`config.mk`:
```
export PLATFORM = sky130hd
export DESIGN_NAME = mac_accumulator
export DESIGN_NICKNAME = d
export VERILOG_FILES = /design/src/rtl/mac_accumulator.sv
export SDC_FILE = /design/constraint.sdc
export NUM_CORES = 1
export LEC_CHECK = 0
export ABC_AREA = 1
export CORE_UTILIZATION = 56
export DETAILED_ROUTE_END_ITERATION = 12
export PLACE_DENSITY = 0.79
export SETUP_SLACK_MARGIN = 0.15
export SYNTH_ARGS = -nofsm -noshare
export SYNTH_HDL_FRONTEND = slang
export SYNTH_SLANG_ARGS = --single-unit
```
`constraint.sdc`:
```
create_clock -name clk -period 2.8 [get_ports clk]
set_input_delay 0.56 -clock clk [delete_from_list [all_inputs] [get_ports clk]]
set_output_delay 0.56 -clock clk [all_outputs]
set_load 0.005 [all_outputs]
```
`src/rtl/mac_accumulator.sv`:
```
// mac_accumulator
//
// Sums a stream of signed 32-bit products into groups. Each group ends
// with a beat marked in_last. The finished group is presented as one
// result, using a valid/ready handshake. While a result waits for the
// consumer, the block refuses new beats. This means a single result
// register is enough.
//
// Parameters
//   ACC_W      accumulator and result width (33..64)
//   CNT_W      beat-counter width
//
// Ports
//   clk        rising-edge clock for all state
//   rst        synchronous, active-high reset
//   prod_in    signed product from the 16x16 multiplier
//   in_valid   prod_in / in_last are valid this cycle
//   in_last    final product of the current group
//   in_ready   block accepts a beat this cycle (state decode only)
//   out_valid  acc_out / cnt_out / ovf_out hold a completed group
//   out_ready  consumer takes the result
//   acc_out    signed group sum, wrapped modulo 2^ACC_W
//   cnt_out    beats in the group, saturating
//   ovf_out    signed overflow happened somewhere in the group

module mac_accumulator #(
    parameter int ACC_W = 40,
    parameter int CNT_W = 16
) (
    input  logic             clk,
    input  logic             rst,
    input  logic [31:0]      prod_in,
    input  logic             in_valid,
    input  logic             in_last,
    output logic             in_ready,
    output logic             out_valid,
    input  logic             out_ready,
    output logic [ACC_W-1:0] acc_out,
    output logic [CNT_W-1:0] cnt_out,
    output logic             ovf_out
);

    typedef enum logic {
        ACCUM = 1'b0,
        HOLD  = 1'b1
    } state_t;

    localparam logic [CNT_W-1:0] CNT_ONE = {{(CNT_W-1){1'b0}}, 1'b1};

    state_t           state_q, state_d;
    logic [ACC_W-1:0] acc_q, acc_d;
    logic [CNT_W-1:0] cnt_q, cnt_d;
    logic             ovf_q, ovf_d;
    logic [ACC_W-1:0] acc_out_q, acc_out_d;
    logic [CNT_W-1:0] cnt_out_q, cnt_out_d;
    logic             ovf_out_q, ovf_out_d;

    logic [ACC_W-1:0] prod_ext;
    logic [ACC_W-1:0] sum;
    logic [CNT_W-1:0] cnt_inc;
    logic             beat_ovf;

    // Both handshake outputs are pure state decodes. This keeps
    // combinational paths away from in_valid and out_ready.
    assign in_ready  = (state_q == ACCUM);
    assign out_valid = (state_q == HOLD);

    assign acc_out = acc_out_q;
    assign cnt_out = cnt_out_q;
    assign ovf_out = ovf_out_q;

    // Datapath for one beat. Overflow means the two addends share a sign
    // and the wrapped sum does not. The count sticks at all-ones instead
    // of rolling over.
    always_comb begin
        prod_ext = {{(ACC_W-32){prod_in[31]}}, prod_in};
        sum      = acc_q + prod_ext;
        beat_ovf = (acc_q[ACC_W-1] == prod_ext[ACC_W-1]) &&
                   (sum[ACC_W-1] != acc_q[ACC_W-1]);
        cnt_inc  = (&cnt_q) ? cnt_q : (cnt_q + CNT_ONE);
    end

    // Next-state logic. A last beat goes straight into the result
    // registers and clears the running totals on the same edge. The next
    // group can then begin as soon as the result is taken.
    always_comb begin
        state_d   = state_q;
        acc_d     = acc_q;
        cnt_d     = cnt_q;
        ovf_d     = ovf_q;
        acc_out_d = acc_out_q;
        cnt_out_d = cnt_out_q;
        ovf_out_d = ovf_out_q;
        case (state_q)
            ACCUM: begin
                if (in_valid) begin
                    if (in_last) begin
                        acc_out_d = sum;
                        cnt_out_d = cnt_inc;
                        ovf_out_d = ovf_q | beat_ovf;
                        acc_d     = '0;
                        cnt_d     = '0;
                        ovf_d     = 1'b0;
                        state_d   = HOLD;
                    end else begin
                        acc_d = sum;
                        cnt_d = cnt_inc;
                        ovf_d = ovf_q | beat_ovf;
                    end
                end
            end
            HOLD: begin
                if (out_ready) begin
                    state_d = ACCUM;
                end
            end
            default: state_d = ACCUM;
        endcase
    end

    // State registers. Reset takes priority over any handshake in the
    // same cycle. It discards a partial group and any pending result.
    always_ff @(posedge clk) begin
        if (rst) begin
            state_q   <= ACCUM;
            acc_q     <= '0;
            cnt_q     <= '0;
            ovf_q     <= 1'b0;
            acc_out_q <= '0;
            cnt_out_q <= '0;
            ovf_out_q <= 1'b0;
        end else begin
            state_q   <= state_d;
            acc_q     <= acc_d;
            cnt_q     <= cnt_d;
            ovf_q     <= ovf_d;
            acc_out_q <= acc_out_d;
            cnt_out_q <= cnt_out_d;
            ovf_out_q <= ovf_out_d;
        end
    end

endmodule

```
==> impl_metrics.toml, run 1 <==
[floorplan]
core_um2 = 12700
die_y_um = 117
boundaryPins = 96
die_x_um = 117
initial_core_util_pct = 57.7
rows = 41
die_area_um2 = 13600

[synth]
muxShareOfSynthArea_pct = 0
synth-seq-cells = 115
synth_top_family_by_area = "simple AND/OR/NAND/NOR gates"
synth_area_leaders = "dfxtp_1 (31%), nand2_1 (23%), inv_1 (8.2%)"
synthAdderAreaFrac_pct = 7.09
syn_area_um2 = 7350
avgSynthCellArea_um2 = 6.27
synth-compound-area-share_pct = 11.0
synthSimpleGateAreaFrac_pct = 37.8
ys_seq_area_share_pct = 31.3
synth-xor-area-share_pct = 2.84
synth_nets = 1250
synth_cells = 1172
yosys.area.top_type = "dfxtp_1"
yosysUniqueCellTypes = 43
ys_warn_count = 0
yosysTopAreaCellShare_pct = 31.3

[global_route]
grt_max_degree = 49
grt_use_total_pct = 33.2
grt-ovfl-total = 0
grt_first_pass_wirelength_um = 34800
antenna_found_initial = 0
grt_pass1_vias = 7397

[clock_network]
cts_root_buf = "clkbuf_16"
path_clk_slew_ns = 0.06
post-cts-setup-buffers = 0
ctsHoldBuffers = 0
clk_latency_ns = 0.42
cts_buffer_depth = 2
cts_tree = "done"
htree_num_levels = 4
cts_buffers = 17
cts_num_sinks = 115
cts_resized = 0

[worst_setup_path]
crit_chain = "clkdlybuf4s50_1, ha_1, inv_1, o21ai_0, a21oi_1, nand2_1, a21oi_1, nand3_1, nand3_1, a21oi_1"
r2r_end = "acc_q[36]$_SDFFE_PP0P_"
slowest_delay_ns = 0.59
r2r_cells = 13
slowest_stage = "clkdlybuf4s50_1"
worstSetupPathType = "in -> reg"
critPathArrivalTime_ns = 2.75
required_ns = 3.08
worstSetupEndpointType = "flip-flop"
start_kind = "input port"
regToRegStartpoint = "acc_q[0]$_SDFFE_PP0P_"
crit_path_max_fanout = 7
crit_top_cell = "a21oi_1"
reg2reg_slack_ns = 0.62

[job]
max-cap-violations = 0

[timing]
fmax_ghz = 0.405
clock_skew_ns = 0.00623
worst_slew_pin_slew_ns = 0.600
min_period_over_period_pct = 88.1
max_slew_margin_pct = 60.0
period_minus_slack_ns = 2.47
hold_viol_final = 0
drv_slew = 0
holdWs_ns = 0.449
setup-violations-final = 0
rsz0062_at_grt = "false"

[final_layout]
stdcell_area_um2 = 9320
diodes = 0
stdcell_count = 1472
fillCellCount = 1100
nNetsFinal = 1365
area_growth_pct = 26.9
final_layout_size_suffix_gt1_share_pct = 7.23

[detailed_routing]
ant_nets = 0
vias = 7724
wl_um = 21700
drc_errors = 0
vias_per_cell = 5.25
first_pass_iters = 5
routedWlPerCell_um = 14.8
first_iter_violations = 667

[power]
max-vdd-ir-drop_v = 0.000392
total_power_w = 0.00507
p_leak_nw = 4.61
power_density_nw_per_um2 = 544

[place]
gp_congestion = 0.940
hpwl_um = 15700
place_inst = 1440
dpl_cell_area_um2 = 8670
port_buffers = 95

[status]
status = "finished, final reports clean"

[min_path]
min-delay-start = "acc_out[20]$_SDFFE_PP0P_"
hold_path_depth = 2
hp-class = "reg -> reg"
hold_end = "acc_out[20]$_SDFFE_PP0P_"
-- per-layer routing --
metal  global-route usage (%)  vias to the layer above  routed length, um
met2                     56.2                      257              10200
met1                     41.0                     3503               9730
met4                     13.0                        0                477
li1                         -                     3926                  -
met3                     7.27                       38               1290
met5                        0                        -                  0
-- report_power, final --
part	leakage [nW]	total [W]	switching, W	internal, W
clock	0.310	0.00241	0.000813	0.00160
sequential	0.935	0.00176	0.0000437	0.00171
combinational	3.36	0.000902	0.000535	0.000367
-- registers in the layout, indices dropped and copies added (netlist names) --
register / cells
ovf_out: 1
cnt_out: 16
cnt_q: 16
acc_q: 40
ovf_q: 1
acc_out: 40
out_valid: 1
-- cell families after synthesis --
group / after synthesis
AO/OA/AOI/OAI: 136
XOR/XNOR: 23
adder cells (fa/ha/maj): 41
buffers and inverters: 192
flip-flops: 115
AND/OR/NAND/NOR: 665
-- worst max path at each step --
stage                              to  slack (ns)  cells after the start   startpoint
6_report       acc_q[36]$_SDFFE_PP0P_        0.33                     10  prod_in[31]
5_1_grt        acc_q[35]$_SDFFE_PP0P_        0.17                     11  prod_in[31]
4_1_cts        acc_q[36]$_SDFFE_PP0P_        0.36                     14   prod_in[0]
3_5_place_dp   acc_q[36]$_SDFFE_PP0P_       -0.02                     14   prod_in[0]
3_3_place_gp   acc_q[36]$_SDFFE_PP0P_       -0.04                     10  prod_in[31]
2_1_floorplan  acc_q[24]$_SDFFE_PP0P_        0.65                     15   prod_in[0]
-- cell type report --
class / instances / area, um2 / area share, %
Clock buffer: 19 / 443 / 4.75
Clock inverter: 13 / 205 / 2.20
Inverter: 163 / 612 / 6.57
Multi-Input combinational cell: 865 / 4330 / 46.5
Sequential cell: 115 / 2300 / 24.7
Tap cell: 172 / 215 / 2.31
Timing Repair Buffer: 125 / 1210 / 13.0
-- worst max-delay path: cells and delay by family --
family	cells	cell delay, ns
buffers and inverters	2	0.69
AO/OA/AOI/OAI	4	0.72
adder cells (fa/ha/maj)	1	0.43
AND/OR/NAND/NOR	3	0.35
-- stage by stage --
stage / setup TNS (ns) / setup slack [ns] / util, %
after floorplan: 0 / 0.648 / -
after global placement: -0.0977 / -0.0434 / 68.2
after detailed placement: -0.0765 / -0.0217 / 68.2
after CTS: 0 / 0.361 / 73.2
after global routing: 0 / 0.171 / 73.2
final: 0 / 0.332 / 73.2
-- cell usage in the layout, fill, tap and decap left out, types with 5 or more instances in the layout --
cell type,n
xor2_1,20
bufinv_16,5
dfxtp_1,115
nor3_1,11
nand2_2,5
nor2_1,77
inv_1,161
a22o_1,23
o21ai_0,17
ha_1,40
nand3_1,88
a21oi_1,81
clkdlybuf4s50_1,94
or2_2,6
clkbuf_16,17
nand2_1,449
buf_4,27
-- Yosys cell counts, drive strengths merged --
master and instances:
inv 163, a22oi 1, nand3 92, nor4 1, a31oi 1, and3 1, nand3b 4, nor2 84
or2 8, clkbuf 18, xnor2 2, a21oi 84, a2bb2oi 1, o31ai 1, o22ai 1, dfxtp 115
nor3 13, a22o 23, xor2 21, and2 2, nand2 456, buf 11, a32o 2, fa 1
nand4 4, o21ai 18, o21bai 4, ha 40
No activity file was read; power rests on OpenSTA's default activity.
==> run 2: changes to the inputs <==
--- a/constraint.sdc
+++ b/constraint.sdc
@@ -3,2 +3,2 @@
 set_output_delay 0.56 -clock clk [all_outputs]
-set_load 0.005 [all_outputs]
+set_load 0.02 [all_outputs]
==> results of run 2 <==
The final DEF is identical to that of run 1. Status: finished, final reports clean.
Among the figures that moved: total power 0.00507 W -> 0.00512 W
==> run 3: changes to the inputs <==
- GPL_ROUTABILITY_DRIVEN: default -> 0
==> run 3 against run 2 <==
Compared with the run above:
- clock-buffer cell count increased by 1
- setup slack got worse by 0.011 ns
- non-clock buffer count is 2 lower
- final cell count down 0.14%
- critical endpoint is now acc_q[24]$_SDFFE_PP0P_
- largest cell class unchanged
- fmax shrank 0.44%
- register-to-register slack worse by 0.03 ns
- combinational power down 1%
- via count decreased by 0.62%
- global-route usage shrank 1.7 points
- hold slack gained 0.0012 ns
==> impl_metrics.toml, run 3 (synthesis gave the netlist of run 1 again) <==
[status]
status = "finished, final reports clean"

[worst_setup_path]
crit_path_max_fanout = 4
critPathArrivalTime_ns = 2.83
reg2reg_slack_ns = 0.59
worstSetupEndpointType = "flip-flop"
worstSetupPathType = "in -> reg"
required_ns = 3.15
start_kind = "input port"

[place]
port_buffers = 95
place_inst = 1438
hpwl_um = 15200
dpl_cell_area_um2 = 8640

[clock_network]
cts_root_buf = "clkbuf_16"
cts_buffer_depth = 2
htree_num_levels = 4
cts_buffers = 17
cts_num_sinks = 115
cts_tree = "done"
cts_resized = 0
path_clk_slew_ns = 0.05
clk_latency_ns = 0.43
ctsHoldBuffers = 0
post-cts-setup-buffers = 0

[detailed_routing]
first_pass_iters = 5
vias = 7676
routedWlPerCell_um = 13.8
wl_um = 20300
drc_errors = 0
ant_nets = 0
first_iter_violations = 545
vias_per_cell = 5.22

[floorplan]
core_um2 = 12700
initial_core_util_pct = 57.7
die_area_um2 = 13600
rows = 41
die_y_um = 117
boundaryPins = 96
die_x_um = 117

[timing]
worst_slew_pin_slew_ns = 0.623
drv_slew = 0
period_minus_slack_ns = 2.48
clock_skew_ns = 0.0121
fmax_ghz = 0.403
tns_ns = 0
max_slew_margin_pct = 58.5
min_period_over_period_pct = 88.5
setup-violations-final = 0
holdWs_ns = 0.450
hold_viol_final = 0
rsz0062_at_grt = "false"

[global_route]
antenna_found_initial = 0
grt_first_pass_wirelength_um = 33000
grt_pass1_vias = 7233
grt_max_degree = 52
grt_use_total_pct = 31.5
grt-ovfl-total = 0

[final_layout]
final_cell_mix = "nand2_1 (449), inv_1 (161), dfxtp_1 (115)"
multi_input_area_um2 = 4330
regArea_um2 = 2300
final_layout_size_suffix_gt1_share_pct = 7.16
nNetsFinal = 1363
stdcell_area_um2 = 9260
stdcell_count = 1470
fillCellCount = 1102
area_growth_pct = 26.1
postLayoutCoreUtil_pct = 72.8
diodes = 0
final_common_cell = "nand2_1"

[power]
switching_share_pct = 28.5
power_density_nw_per_um2 = 535
clock_power_share_pct = 45.6
p_leak_nw = 4.58
power_switching_w = 0.00141
max-vdd-ir-drop_v = 0.000445
combPwrFrac_pct = 19.0
p_seq_share_pct = 35.5
power.internal_w = 0.00355

[min_path]
hp-class = "reg -> reg"

[job]
max-cap-violations = 0
## run 3: metrics by stage
stage	setup slack [ns]	power [W]
2_1_floorplan	0.648	0.00237
6_report	0.321	0.00496
3_5_place_dp	-0.0320	0.00271
3_3_place_gp	0.00417	0.00270
5_1_grt	0.157	0.00516
4_1_cts	0.354	0.00497
## run 3: final timing paths
kind | start | to | cells past startpoint
worst min register to register | ovf_out$_SDFFE_PP0P_ | ovf_out$_SDFFE_PP0P_ | 2
worst min-delay path | ovf_out$_SDFFE_PP0P_ | ovf_out$_SDFFE_PP0P_ | 2
worst max register to register | acc_q[0]$_SDFFE_PP0P_ | acc_q[24]$_SDFFE_PP0P_ | 14
worst max-delay path | prod_in[0] | acc_q[24]$_SDFFE_PP0P_ | 15
## run 3: worst max-delay path: stages
cell	delay [ns]
clkdlybuf4s50_1	0.47
ha_1	0.20
inv_1	0.06
fa_1	0.38
inv_1	0.12
nand3_1	0.08
nand3_1	0.11
nand2_1	0.06
nand3_1	0.11
nand2_1	0.07
nand2_1	0.15
nand2_1	0.11
nand3_1	0.11
nand3_1	0.09
a21oi_1	0.14
## run 3: layout make-up
type | instances | share of cell area, %
Inverter | 163 | 6.60
Clock inverter | 12 | 1.66
Clock buffer | 20 | 5.04
Tap cell | 172 | 2.32
Multi-Input combinational cell | 865 | 46.8
Timing Repair Buffer | 123 | 12.7
Sequential cell | 115 | 24.9
## run 3: routing by layer
layer	vias to the layer above	share of wire (%)	track usage, %
li1	3930	-	-
met1	3421	45	38.4
met2	276	45	51.7
met3	49	7.5	8.20
met4	0	3.1	15.1
met5	-	0	0
## run 3: power by group through the flow
stage	clock (W)	sequential, W	combinational (W)
after global routing	0.00235	0.00177	0.00104
after CTS	0.00228	0.00176	0.000931
after global placement	0	0.00179	0.000911
after floorplan	0	0.00184	0.000534
final	0.00226	0.00176	0.000940
after detailed placement	0	0.00179	0.000922
